--- src/rtl/dr_pkg.sv ---
// Shared types and constants for the dual-rail four-phase receiver.
// A rail pair encodes one bit: 01 = false, 10 = true, 00 = NULL (spacer), 11 = illegal.
package dr_pkg;

    localparam int          RAIL_NUM = 2;
    localparam int          RAIL_T   = 1;
    localparam int          RAIL_F   = 0;
    localparam logic [1:0]  DR_NULL  = 2'b00;

    typedef logic [RAIL_NUM-1:0] dr_bit_t;

    typedef enum logic [0:0] {
        RX_IDLE = 1'b0,
        RX_ACK  = 1'b1
    } rx_state_t;

    // Both rails high cannot come from a well-behaved sender.
    function automatic logic pair_illegal(input dr_bit_t p);
        return (p[RAIL_T] == 1'b1) && (p[RAIL_F] == 1'b1);
    endfunction

endpackage

--- src/rtl/dr_fp_rx_sync_sync_ff.sv ---
// N-flop synchroniser bringing one asynchronous level into the clk domain.
module sync_ff #(
    parameter int N = 2
) (
    input  logic clk,
    input  logic rst_n,
    input  logic d,
    output logic q
);

    logic [N-1:0] sh_r;

    // Shift chain; clears so that a level reappearing after reset is seen as a fresh rise.
    always_ff @(posedge clk or negedge rst_n) begin
        if (!rst_n) begin
            sh_r <= '0;
        end else begin
            sh_r <= {sh_r[N-2:0], d};
        end
    end

    assign q = sh_r[N-1];

endmodule

--- src/rtl/dr_fp_rx_sync.sv ---
// Clocked sink for a four-phase dual-rail channel: detects completion and NULL, captures the word,
// returns the four-phase ack and presents the binary word on a valid/ready interface.
module dr_fp_rx_sync
    import dr_pkg::*;
#(
    parameter int WIDTH   = 32,
    parameter int SYNC_N  = 2,
    parameter int COUNT_W = 16
) (
    input  logic                 clk,
    input  logic                 rst_n,
    input  dr_bit_t [WIDTH-1:0]  in,
    output logic                 ack_o,
    output logic [WIDTH-1:0]     dout,
    output logic                 dout_valid,
    input  logic                 dout_ready,
    output logic                 err_o,
    output logic [COUNT_W-1:0]   words_o
);

    logic             det_valid_s;
    logic             det_null_s;
    logic             any_illegal_s;
    logic [WIDTH-1:0] bin_s;
    logic             all_valid_s;
    logic             all_null_s;

    rx_state_t        state_r;
    rx_state_t        state_next_s;
    logic             ack_r;
    logic             capture_s;
    logic             pop_s;
    logic [WIDTH-1:0] dout_r;
    logic             dout_valid_r;
    logic             err_r;
    logic [COUNT_W-1:0] words_r;

    // Completion / NULL detect on the raw asynchronous word.
    always_comb begin
        det_valid_s   = 1'b1;
        det_null_s    = 1'b1;
        any_illegal_s = 1'b0;
        bin_s         = '0;
        for (int i = 0; i < WIDTH; i++) begin
            if (in[i] == DR_NULL) begin
                det_valid_s = 1'b0;
            end else begin
                det_null_s = 1'b0;
            end
            any_illegal_s = any_illegal_s | pair_illegal(in[i]);
            bin_s[i]      = in[i][RAIL_T];
        end
    end

    sync_ff #(.N(SYNC_N)) u_sync_valid (
        .clk   (clk),
        .rst_n (rst_n),
        .d     (det_valid_s),
        .q     (all_valid_s)
    );

    sync_ff #(.N(SYNC_N)) u_sync_null (
        .clk   (clk),
        .rst_n (rst_n),
        .d     (det_null_s),
        .q     (all_null_s)
    );

    // State register; ack is registered from the next state so it leaves the block glitch-free.
    always_ff @(posedge clk or negedge rst_n) begin
        if (!rst_n) begin
            state_r <= RX_IDLE;
            ack_r   <= 1'b0;
        end else begin
            state_r <= state_next_s;
            ack_r   <= (state_next_s == RX_ACK);
        end
    end

    // Next-state logic; in stays untouched until the synchronised completion says it is stable.
    always_comb begin
        state_next_s = state_r;
        case (state_r)
            RX_IDLE: begin
                if (capture_s) begin
                    state_next_s = RX_ACK;
                end else begin
                    state_next_s = RX_IDLE;
                end
            end
            RX_ACK: begin
                if (all_null_s) begin
                    state_next_s = RX_IDLE;
                end else begin
                    state_next_s = RX_ACK;
                end
            end
            default: state_next_s = RX_IDLE;
        endcase
    end

    // FSM outputs: capture only with room downstream, otherwise the withheld ack stalls the sender.
    always_comb begin
        pop_s     = dout_valid_r & dout_ready;
        capture_s = 1'b0;
        case (state_r)
            RX_IDLE: capture_s = all_valid_s & (~dout_valid_r | dout_ready);
            RX_ACK:  capture_s = 1'b0;
            default: capture_s = 1'b0;
        endcase
    end

    // Output word register; a capture on the pop edge refills it so valid stays high.
    always_ff @(posedge clk or negedge rst_n) begin
        if (!rst_n) begin
            dout_r       <= '0;
            dout_valid_r <= 1'b0;
        end else if (capture_s && !any_illegal_s) begin
            dout_r       <= bin_s;
            dout_valid_r <= 1'b1;
        end else if (pop_s) begin
            dout_valid_r <= 1'b0;
        end else begin
            dout_valid_r <= dout_valid_r;
        end
    end

    // Sticky error for illegal pairs (the word is dropped but still acked) and delivered-word counter.
    always_ff @(posedge clk or negedge rst_n) begin
        if (!rst_n) begin
            err_r   <= 1'b0;
            words_r <= '0;
        end else begin
            if (capture_s && any_illegal_s) begin
                err_r <= 1'b1;
            end else begin
                err_r <= err_r;
            end
            if (pop_s) begin
                words_r <= words_r + COUNT_W'(1);
            end else begin
                words_r <= words_r;
            end
        end
    end

    assign ack_o      = ack_r;
    assign dout       = dout_r;
    assign dout_valid = dout_valid_r;
    assign err_o      = err_r;
    assign words_o    = words_r;

endmodule

--- config.mk ---
export PLATFORM = sky130hd
export DESIGN_NAME = dr_fp_rx_sync
export DESIGN_NICKNAME = d
export VERILOG_FILES = /design/src/rtl/dr_pkg.sv /design/src/rtl/dr_fp_rx_sync_sync_ff.sv /design/src/rtl/dr_fp_rx_sync.sv
export SDC_FILE = /design/constraint.sdc
export NUM_CORES = 1
export LEC_CHECK = 0
export CAP_MARGIN = 20
export CORE_MARGIN = 2
export CORE_UTILIZATION = 42
export CTS_CLUSTER_SIZE = 28
export DETAILED_ROUTE_END_ITERATION = 12
export GPL_TIMING_DRIVEN = 0
export PLACE_DENSITY = 0.93
export SLEW_MARGIN = 20
export SYNTH_ARGS = -nofsm -noshare
export SYNTH_HDL_FRONTEND = slang
export SYNTH_SLANG_ARGS = --single-unit
--- constraint.sdc ---
create_clock -name clk -period 1.71 [get_ports clk]
set_input_delay 0.2565 -clock clk [delete_from_list [all_inputs] [get_ports clk]]
set_output_delay 0.2565 -clock clk [all_outputs]
set_load 0.01 [all_outputs]
# Yosys cells after proc, flatten, opt, wreduce, memory -nomap -nowiden
# Cells that the tools add are included.
[classes]
add_sub_neg = 1
muxes = 70
bitwise = 36
reduce_logical = 68
[op_table]
columns = ["operator", "n"]
rows = [
  ["$mux 1", 68],
  ["$logic_not 2->1", 32],
  ["$logic_and 1x1->1", 34],
  ["$or 1x1->1", 32],
  ["$add 16x1->16 const B", 1],
  ["$pmux 1 s2", 2],
  ["$and 1x1->1", 2],
  ["$not 1->1", 2],
  ["$reduce_bool 2->1", 1],
  ["$logic_not 1->1", 1],
]
[word_totals]
regBits = 55
output_inout_bits = 51
wordCells = 182

# Logic depth before layout (Yosys ltp)
# Gate-level depths: netlist (run 1).
[depth]
depth_word = 35
depth_mapped = 6
mapped_depth_nobuf = 6

# Cells and area by module
# A second synthesis (run 1) with hierarchy kept.
[unflattened]
cells_unflattened = 212
hier_area_um2 = 2632.5
[modules_own_cells]
columns = ["module", "instances", "cells_each", "area_per_inst_um2"]
rows = [
  ["dr_fp_rx_sync", 1, 208, 2532.4],
  ["sync_ff", 2, 2, 50.0],
]

# Worst setup path before layout (run 1)
# OpenSTA, ideal clock, no wires.
[synth_timing]
kind = "input-to-reg"
from = "input port in[10] (netlist name)"
to = "register dout_r[11], in the netlist dout[11]"
setup_ns = 0.125
arrival_ns = 1.494
required_ns = 1.585
slack_ns = 0.091
cell_stages = 6
n_path_buf = 1
cell_sequence = "a22o_1 a221oi_1 and4_1 nand3_4 buf_6 mux2_4"
[synth_via]
elab_chain_len = 30
[synth_rtl]
columns = ["element", "line", "text"]
rows = [
  ["start: declaration", "dr_fp_rx_sync.sv:12", "input dr_bit_t [WIDTH-1:0] in,"],
  ["$logic_and 1x1->1", "dr_pkg.sv:19", "return (p[RAIL_T] == 1'b1) && (p[RAIL_F] == 1'b1);"],
  ["$or 1x1->1 (27 in series)", "dr_fp_rx_sync.sv:50", "any_illegal_s = any_illegal_s | pair_illegal(in[i]);"],
  ["$logic_not 1->1", "dr_fp_rx_sync.sv:118", "end else if (capture_s && !any_illegal_s) begin"],
  ["$logic_and 1x1->1", "dr_fp_rx_sync.sv:118", ""],
  ["end signal: assignment", "dr_fp_rx_sync.sv:119", "dout_r <= bin_s;"],
  ["end: declaration", "dr_fp_rx_sync.sv:33", "logic [WIDTH-1:0] dout_r;"],
]
# No other way between the ends.
# A chain may end at the register's enable or synchronous reset.

# Worst setup path after layout (run 1)
[layout_timing]
from = "input port in[50] (netlist name)"
to = "register dout_r[13], in the netlist dout[13]"
[layout_via]
elab_chain_len = 10
[layout_rtl]
columns = ["element", "line"]
rows = [
  ["$logic_and 1x1->1", "dr_pkg.sv:19"],
  ["$or 1x1->1 (7 in series)", "dr_fp_rx_sync.sv:50"],
  ["$logic_not 1->1", "dr_fp_rx_sync.sv:118"],
  ["$logic_and 1x1->1", "dr_fp_rx_sync.sv:118"],
]
# No other way between the ends.

==> results.md, run 1 <==
- Wire per inst: 19.3 µm
- Die Area: 6900 µm²
- Synth cell types: 26
- Number of diodes: 0
- CP Max Fanout: 5
- Via count: approximately 2,300
- Largest net degree at the start of global routing: 56
- Post-synth top area share: 0.525
- Area delta synth->final: 56.3%
- Clock Tree Buf Depth: 2
- # H-tree levels: 2
- Drt total wl: 8.07 mm
- CTS tree: done
- Final Skew: 0.00762 ns
- Outcome: finished with violations
- Initial Util: 0.438
- Worst-Margin Slew: a little under 0.7 ns
- Worst slew margin: 0.537
- RD Place Congestion: 0.988
- TritonRoute pass-1 iters: 4
- CP Data Required Time: about 1.9 ns
- Detailed Route Iter0 Violations: 110
- I/O pin total: around 120
- Global Route Usage Sum: 0.229
- LEAKAGE: between 2 and 2.5 nW
- Detailed-route vias per instance: 5.58
- Count of input and output buffers: 117
- Post-DP HPWL: 5.90 mm
- Vias in the first global route: around 2,500
- Register area share after synthesis: 0.525
- DIE HEIGHT: 83.0 µm
- DIE WIDTH: 83.0 µm
- Number of synthesized register bits: 55
- Worst-Skew Late Latency: 0.31 ns
- Worst EP arrival: 1.90 ns
- Synth warn: 0
- Max Cap Viol: 0
- Final Hold Violating Endpoints: 3
- Post-route ant nets: 0
- Hold crit path type: input pin to async pin
- Final net count: 411
- Clock transition at path regs: 0.09 ns
- Buf+Inv Stages, Crit Path: 3
- # rows: 28
- Worst hold slack: -0.00126 ns
- Worst path top cell family by delay: buffers and inverters
- Hold-fix buffers, CTS: 0
- Number of CTS-inserted buffers: 5
- VDD IR-drop max: approximately 0.37 mV
- Non-filler cells, final: 418
- Failing checks: negative hold slack
- Final Setup Violations: 0
- Power Dens Cells: 587 nW/µm²
- CP endpoint kind: register
- Share of layout cells above drive strength 1: 0.210
- Highest achievable clock rate: 585 MHz
- Core footprint: 5990 µm²
- Crit-path cells: dlygate4sd2_1, a22o_1, a221oi_2, and4_4, nand3_4, buf_8, buf_12, mux2_4
- Placed cells: 404
- CTS sink cnt: 55
- Area leader, netlist: dfrtp_1
- Crit share post-route: 0.999
- Kind of critical path: input pin to register
- Detailed-route DRC error count: 0
- Post-synthesis net count: 280
- Initial antenna violation count: 0
- CTS root buf: clkbuf_8
- Cells after Synth: 212
- Syn Std Cell Area: between 2000 and 3000 µm²
- Slowest CP cell: mux2_4
- Minimum clock period: approximately 1.7 ns
- Startpoint types: input pin
- Overflow after GRT: 0
- Post-route total power: 2.41 mW
- Synth area leaders: dfrtp_1 (52%), mux2_4 (17%), nor2_1 (4.9%)
- Final Max Tran Viols: 0
- Syn Area/Cell: around 12 µm²
- First-pass GRT wire length: 12.6 mm
- CP peak stage delay: 0.29 ns
## flip-flops by register name, summed over array words and instances (netlist names)
name	count
words_o	16
u_sync_valid.sh_r	2
dout_valid	1
err_o	1
u_sync_null.sh_r	2
dout	32
ack_o	1
## synthesized netlist by cell type
cell and n:
or4_1 1, dfrtp_1 55, xor2_1 6, xnor2_1 9
nand3_1 8, and3_1 3, ha_1 1, a22o_1 4
mux2_1 3, buf_6 3, a22oi_1 8, nand2_1 7
nor2_1 34, mux2_2 1, a21o_1 2, nand3_4 1
nor3_1 4, nand4_1 12, and4_1 2, and3b_1 1
a221oi_1 4, mux2_4 29, inv_1 1, nand2b_1 1
nor4_1 10, o22ai_1 2
## kinds of logic (layout without fill, tap and decap cells)
group | Yosys count | count (layout) | share of synthesized area
simple gates | 84 | 84 | 0.163
fa+ha+maj | 1 | 1 | 0.00477
mux | 33 | 33 | 0.183
compound gates | 20 | 20 | 0.0601
flops | 55 | 55 | 0.525
buf+inv | 4 | 135 | 0.0143
xor+xnor | 15 | 15 | 0.0501
## worst paths after layout
| path | start | end | slack [ns] | depth (start not counted) |
|---|---|---|---|---|
| max | in[50] | dout[13] | 0.002 | 8 |
| min in group clk | in[25] | dout[12] | 0.22 | 2 |
| min | rst_n | words_o[9] | -0.001 | 1 |
| max reg2reg | dout_valid | dout[13] | 0.11 | 6 |
| max in group asynchronous | rst_n | dout[20] | 1.27 | 1 |
| min reg2reg | u_sync_null.sh_r[0] | u_sync_null.sh_r[1] | 0.36 | 0 |
## routing by layer
layer / GRT usage / up-vias / wire [µm]
met3: 0.0626 / 29 / 566
li1: - / 1044 / -
met2: 0.411 / 132 / 4140
met1: 0.263 / 1128 / 3080
met4: 0.0760 / 0 / 279
met5: 0 / - / 0
## what timing repair did
| item | 4_1_cts | 5_1_grt |
|---|---|---|
| buffers inserted | 4 | 1 |
| setup endpoints to repair | 33 | 35 |
| gates resized for setup | 92 | 24 |
| cloned | 2 | 0 |
| pin swaps | 8 | 8 |
## placed cells by master (no fill, tap or decap), types with 3 or more instances in the layout
| cell | netlist | layout |
|---|---|---|
| xnor2_1 | 9 | 9 |
| nand4_1 | 12 | 12 |
| a221oi_2 | 0 | 4 |
| a22oi_2 | 0 | 4 |
| clkbuf_2 | 0 | 7 |
| dlymetal6s2s_1 | 0 | 3 |
| xor2_1 | 6 | 6 |
| dfrtp_1 | 55 | 55 |
| nor3_1 | 4 | 3 |
| clkdlybuf4s50_1 | 0 | 51 |
| nand3_1 | 8 | 8 |
| and3_1 | 3 | 3 |
| nor4_1 | 10 | 9 |
| mux2_4 | 29 | 31 |
| a22o_1 | 4 | 4 |
| clkdlybuf4s15_1 | 0 | 5 |
| dlygate4sd2_1 | 0 | 48 |
| a22oi_1 | 8 | 4 |
| buf_12 | 0 | 3 |
| nor2_1 | 34 | 33 |
| buf_4 | 0 | 3 |
| clkbuf_8 | 0 | 5 |
| nand2_1 | 7 | 7 |
## through the flow
stage               utilization  setup slack (ns)  hold slack, ns  area [µm²]  setup TNS (ns)
finish                    0.684           0.00189        -0.00126        4100               0
global route              0.684          -0.00576          0.0434        4100         -0.0206
CTS                       0.684            0.0307          0.0197        4100               0
global placement          0.649             -1.18           0.332        3890          -85.43
detailed placement        0.649            -0.632           0.340        3890          -21.05
floorplan                     -            0.0911         -0.0391        2620               0
## area by class of cell
cell class              instances  area [µm²]
flip-flops and latches         55        1380
fillers                       457        1890
multi-input cells             153        1280
plain buffers                   3        60.1
inverters                       1        3.75
repair buffers                124        1180
well taps                      75        93.8
clock inverters                 1        30.0
clock buffers                   6        72.6
## report_power, final
part / total (mW) / internal [mW] / switching (mW)
Sequential: 1.30 / 1.30 / 0.000344
Combinational: 0.269 / 0.121 / 0.148
Clock: 0.838 / 0.430 / 0.408
Power figures use the tool's default switching activity.
==> run 2, diff against run 1 <==
--- a/config.mk
+++ b/config.mk
@@ -12,7 +12,9 @@
 export DETAILED_ROUTE_END_ITERATION = 12
 export GPL_TIMING_DRIVEN = 0
 export PLACE_DENSITY = 0.93
+export SETUP_SLACK_MARGIN = 0.2
 export SLEW_MARGIN = 20
 export SYNTH_ARGS = -nofsm -noshare
 export SYNTH_HDL_FRONTEND = slang
+export SYNTH_HIERARCHICAL = 1
 export SYNTH_SLANG_ARGS = --single-unit
==> results.md, run 2 <==
- Met3 routed WL: 586 µm
- Post-synth EDFFs: 0
- Die Area: 6920 µm²
- Detailed Route Iter0 Violations: approximately 120
- DIE HEIGHT: 83.2 µm
- Final Setup Violations: 0
- Post-synth top area share: 0.523
- Number of diodes: 0
- RSZ-0062 raised after global routing: yes
- Max Cap Viol: 0
- Most frequent cells in the layout: dfrtp_1 (52), dlygate4sd2_1 (47), mux2_4 (29)
- # rows: 28
- CP peak stage delay: 0.30 ns
- Slowest CP cell: mux2_4
- Fin util: 0.748
- Outcome: completed
- LEAKAGE: 2.56 nW
- WHS Path Cells: 2
- Global Route Usage Sum: 0.250
- Fin area: about 4500 µm²
- Syn Std Cell Area: about 2600 µm²
- Synth warn: 6
- Count of input and output buffers: 117
- Worst path top cell family by delay: compound AO/OA/AOI/OAI gates
- Worst path most repeated cell: buf_12
- Hold crit path type: input pin to register
- Power Dens Cells: around 580 nW/µm²
- Overflow after GRT: 0
- Syn Area/Cell: around 12 µm²
- Crit-path cells: buf_8, a22o_1, a221oi_2, and3_4, nand4_4, buf_12, buf_12, mux2_4
- CTS tree: done
- Number of synthesized register bits: 55
- Final Max Tran Viols: 0
- Async SR Flop Fraction: 1.00
- FF-to-FF setup slack: 0.08 ns
- CP Max Fanout: 5
- WL met2: between 4 and 5 mm
- Buf+Inv Stages, Crit Path: 3
- Post-route ant nets: 0
- Worst-Margin Slew: between 0.6 and 0.7 ns
- Final setup TNS: 0 ns
- Area delta synth->final: 70.2%
- Detailed-route vias per instance: 5.55
- VDD IR-drop max: 0.462 mV
- Most common cell in the netlist: dfrtp_1
- Final Hold Violating Endpoints: 0
- Minimum clock period: 1.67 ns
- Commonest non-fill, non-tap cell in the layout: dfrtp_1
- Final Skew: 0.00626 ns
- Crit share post-route: 0.978
- Number of CTS-inserted buffers: 5
- CP endpoint kind: register
- TritonRoute pass-1 iters: 4
- Initial antenna violation count: 0
- Synth cell types: 25
- Via count: 2,446
- Largest net degree at the start of global routing: 56
- Vias in the first global route: approximately 2,700
- DIE WIDTH: 83.2 µm
- R2R depth: 6
- Startpoint types: input pin
- Synth Flop Type: dfrtp_1
- Placed Area: 3890 µm²
- Share of layout cells above drive strength 1: 0.309
- I/O pin total: 118
- Area leader, netlist: dfrtp_1
- Final net count: 433
- Worst EP arrival: 1.88 ns
- Detailed-route DRC error count: 0
- Core footprint: 5990 µm²
- Synth area leaders: dfrtp_1 (52%), mux2_4 (17%), nor2_1 (4.1%)
- Register area share after synthesis: 0.523
- Top Layer Used: met4
- CTS root buf: clkbuf_8
- R2r startpoint: dout_valid
- M1 WL: 3.46 mm
- Hold EP: dout[17]
- CTS sink cnt: 55
- RD Place Congestion: 0.883
- CP Data Required Time: roughly 1.9 ns
- Kind of critical path: input pin to register
- Wire per inst: 20.3 µm
- Worst slew margin: 0.541
- Post-synthesis net count: between 200 and 300
- Worst-Skew Late Latency: between 0.3 and 0.4 ns
- Clock Tree Buf Depth: 2
- Hold path start: in[35]
- # H-tree levels: 2
- R2R Path End: dout[21]
- Post-DP HPWL: around 6.2 mm
- Max FFs per register: 32
- Clock transition at path regs: approximately 0.10 ns
- Drt total wl: 8.93 mm
- Highest achievable clock rate: 598 MHz
- Cells after Synth: around 210
- First-pass GRT wire length: 13.6 mm
- Synth top cells by count: dfrtp_1 (55), mux2_4 (29), nor2_1 (29)
- Initial Util: 0.439
run 2: cell count changes after synthesis, moves of 2 or more:
cell,previous run,this run
a221oi_1,4,2
mux2_1,3,0
a22oi_1,8,12
nor3_1,4,6
nor2_1,34,29
mux2_2,1,4
o22ai_1,2,4
a22o_1,4,2
run 2: cell type report:
class,instances,area [µm²]
clock buffer,6,72.6
multi-input combinational,153,1370
tap,75,93.8
inverter,1,3.75
fill,361,1510
sequential,55,1380
buffer,3,60.1
clock inverter,2,60.1
timing repair buffer,146,1450
run 2: routing by layer:
layer | track usage | up-vias
met4 | 0.0924 | 0
li1 | - | 1101
met5 | 0 | -
met3 | 0.0467 | 27
met1 | 0.297 | 1191
met2 | 0.449 | 127
run 2: logic make-up after synthesis:
family	share of synthesized area
XOR/XNOR	0.0499
buffers and inverters	0.0143
flip-flops	0.523
multiplexers	0.183
AO/OA/AOI/OAI	0.0627
AND/OR/NAND/NOR	0.163
adder cells (fa/ha/maj)	0.00475
run 2: worst register-to-register path: cells and delay by family (launching register included):
family                 cells  cell delay [ns]
flip-flops                 1             0.46
buffers and inverters      2             0.32
AND/OR/NAND/NOR            3             0.45
multiplexers               1             0.30
run 2: metrics by stage:
| stage | setup slack [ns] | std cells | hold slack, ns | power (mW) |
|---|---|---|---|---|
| 6_report | 0.0376 | 441 | 0.185 | 2.62 |
| 5_1_grt | 0.0252 | 441 | 0.181 | 2.70 |
| 4_1_cts | 0.0872 | 436 | 0.181 | 2.62 |
| 3_5_place_dp | -0.852 | 404 | 0.336 | 1.63 |
| 3_3_place_gp | -1.15 | 404 | 0.336 | 1.62 |
| 2_1_floorplan | 0.0833 | 212 | -0.0391 | 1.39 |
run 2: how the worst max path moves through the flow:
| stage | from | endpoint | depth (start not counted) |
|---|---|---|---|
| after global placement | rst_n | dout[25] | 1 |
| after floorplan | in[10] | dout[10] | 6 |
| after CTS | in[10] | dout[17] | 8 |
| after global routing | in[9] | dout[18] | 8 |
| after detailed placement | in[11] | dout[21] | 7 |
| final | in[10] | dout[21] | 8 |
run 2: repair_timing:
action	4_1_cts	5_1_grt
endpoints found under the hold margin	7	0
gates cloned	2	1
setup endpoints to repair	60	56
gates resized for setup	144	33
pin swaps	23	18
buffers inserted	21	4
hold buffers	1	0
run 2: power by group:
group,internal [mW],total (mW),leakage (nW),switching (mW)
combinational,0.144,0.301,1.73,0.157
clock,0.585,1.01,0.0654,0.429
sequential,1.30,1.30,0.764,0.000354
total,2.03,2.62,2.56,0.587
==> RTL change: new RTL, flow settings as in run 1 <==
Put one more register stage on the output `err_o`, without a reset. The value now appears one clock later. The other outputs are not delayed to match.
--- a/src/rtl/dr_fp_rx_sync.sv
+++ b/src/rtl/dr_fp_rx_sync.sv
@@ -149,3 +149,5 @@
     assign dout_valid = dout_valid_r;
-    assign err_o      = err_r;
+    always_ff @(posedge clk) begin
+        err_o <= err_r;
+    end
     assign words_o    = words_r;
Check against the original RTL: not equivalent (Yosys sat finds a counterexample within 4 cycles, from zero or initial values and one cycle with rst_n low).
==> RTL change against run 1 <==
  * The run ends with hold timing, setup timing left
  * Maximum frequency is 0.85% lower
  * Register-to-register slack got worse by 0.05 ns
  * Area after synthesis grew 0.76%
  * Via count rose by 0.77%
  * Routed wire length decreased by 2.8%
  * Die area is 0.72% higher
  * Power rose by 3.2%
  * Sequential cell count up 1
  * Setup slack got worse by 0.015 ns
  * Design area increased by 3.0%
  * Critical path type unchanged
==> RTL change: results (changes against run 1) <==
* Outcome: finished with violations (unchanged)
* Failing checks: hold timing, setup timing (was hold timing)
* Via count at 2351 (was 2333)
* WHS at -0.0263 ns (was -0.00126 ns)
* Synthesis warning total at 0 (unchanged)
* Total track usage at 22.0% (was 22.9%)
* Synth area leaders: dfrtp_1, mux2_4, nor2_1 (unchanged)
* Final wirelength at 7840 um (was 8070 um)
* CTS max path bufs at 2 (unchanged)
* Antenna violations before repair at 0 (unchanged)
* Count of final setup violators at 7 (was 0)
* DP Cell Count at 405 (was 404)
* Cell variety after synth at 27 (was 26)
* Setup TNS at -0.0612 ns (was 0 ns)
* Pint at 1900 uW (was 1850 uW)
* Syn_nets at 281 (was 280)
* Gpl congestion at 0.842 (was 0.988)
* Final Hold Vio Count at 53 (was 3)
* Async set-reset flop share out of synthesis at 98.2% (was 100%)
* Dpl hpwl at 5980 um (was 5900 um)
* Worst r2r src: words_o[0]$_DFFE_PN0P_ (was dout_valid$_DFFE_PN0P_)
* H-Tree Depth at 2 (unchanged)
* Worst reg2reg path depth at 6 (unchanged)
* Share of cells above drive strength 1 at 21.8% (was 21.0%)
* P_leak at 0.00215 uW (was 0.00204 uW)
* Final Non-Filler Cells at 423 (was 418)
* # fillers at 422 (was 457)
* Post-DP Area at 3910 sq um (was 3890 sq um)
* First-pass GRT wire length at 12200 um (was 12600 um)
* Clock skew at 0.00659 ns (was 0.00762 ns)
* Worst slack, placed at -0.627 ns (was -0.632 ns)
* Clk_lat worst skew at 0.31 ns (about the same)
* FF-to-FF End: words_o[10]$_DFFE_PN0P_ (was dout[13]$_DFFE_PN0P_)
* Final WS setup at -0.0128 ns (was 0.00189 ns)
* Sequential fraction of the synthesis area at 52.8% (was 52.5%)
* Detailed Routing Iterations Pass 1 at 4 (unchanged)
* Clk network pwr share at 35.7% (was 34.8%)
* Final Power at 2490 uW (was 2410 uW)
* Slew margin rel. at 55.3% (was 53.7%)
* Worst hold path type: in2async (unchanged)
* Logic pwr share at 11.1%
* Iter 0 DRT Violations at 109 (was 110)
* Largest stage delay on the critical path at 0.44 ns (was 0.29 ns)
* Max VDD drop at 0.534 mV (was 0.372 mV)
* Syn Inst Count at 213 (was 212)
* FF-to-FF setup slack at 0.06 ns (was 0.11 ns)
* P&R area growth vs syn at 59.7% (was 56.3%)
* CP max-delay cell: clkdlybuf4s50_1 (was mux2_4)
RTL change: cell type report:
class / count / area share [%]
flip-flops and latches: 56 / 33.1
repair buffers: 127 / 29.9
well taps: 75 / 2.22
plain buffers: 3 / 1.30
inverters: 1 / 0.0889
multi-input cells: 153 / 30.6
clock inverters: 3 / 1.13
clock buffers: 5 / 1.63
RTL change: worst max path at each step:
stage	start	to	slack, ns
6_report	in[46]	dout[24]$_DFFE_PN0P_	-0.01
5_1_grt	words_o[0]$_DFFE_PN0P_	words_o[10]$_DFFE_PN0P_	-0.04
4_1_cts	in[3]	dout[9]$_DFFE_PN0P_	0.004
3_5_place_dp	in[51]	dout[12]$_DFFE_PN0P_	-0.63
3_3_place_gp	rst_n	dout[24]$_DFFE_PN0P_	-1.20
2_1_floorplan	in[10]	dout[12]$_DFFE_PN0P_	0.09
RTL change: cell families (layout without fill, tap and decap cells):
logic type	Yosys count	after routing	synth area share, %
adders and majority gates	1	1	0.473
DFF	56	56	52.8
xor gates and xnor gates	15	15	4.97
buffers and inverters	4	139	1.42
and+or+nand+nor	84	84	16.2
AOI/OAI and AO/OA	20	20	5.96
muxes	33	33	18.2
RTL change: repair_timing:
item                                    in CTS  in global routing
cloned                                       1                  1
hold buffers                                 0                  0
setup buffers                                8                  0
pin swaps                                   20                 12
endpoints found under the setup margin      33                 37
resized for setup                           73                 37
RTL change: layer usage:
metal	wire, um	global-route usage, %
met5	0	0
met4	269	7.45
met3	472	5.17
met2	3990	38.3
met1	3110	26.9
RTL change: critical path: cells and delay by family:
kind	cells	cell delay (ns)
buffers and inverters	3	0.76
AOI/OAI and AO/OA	1	0.14
and+or+nand+nor	3	0.49
muxes	1	0.29
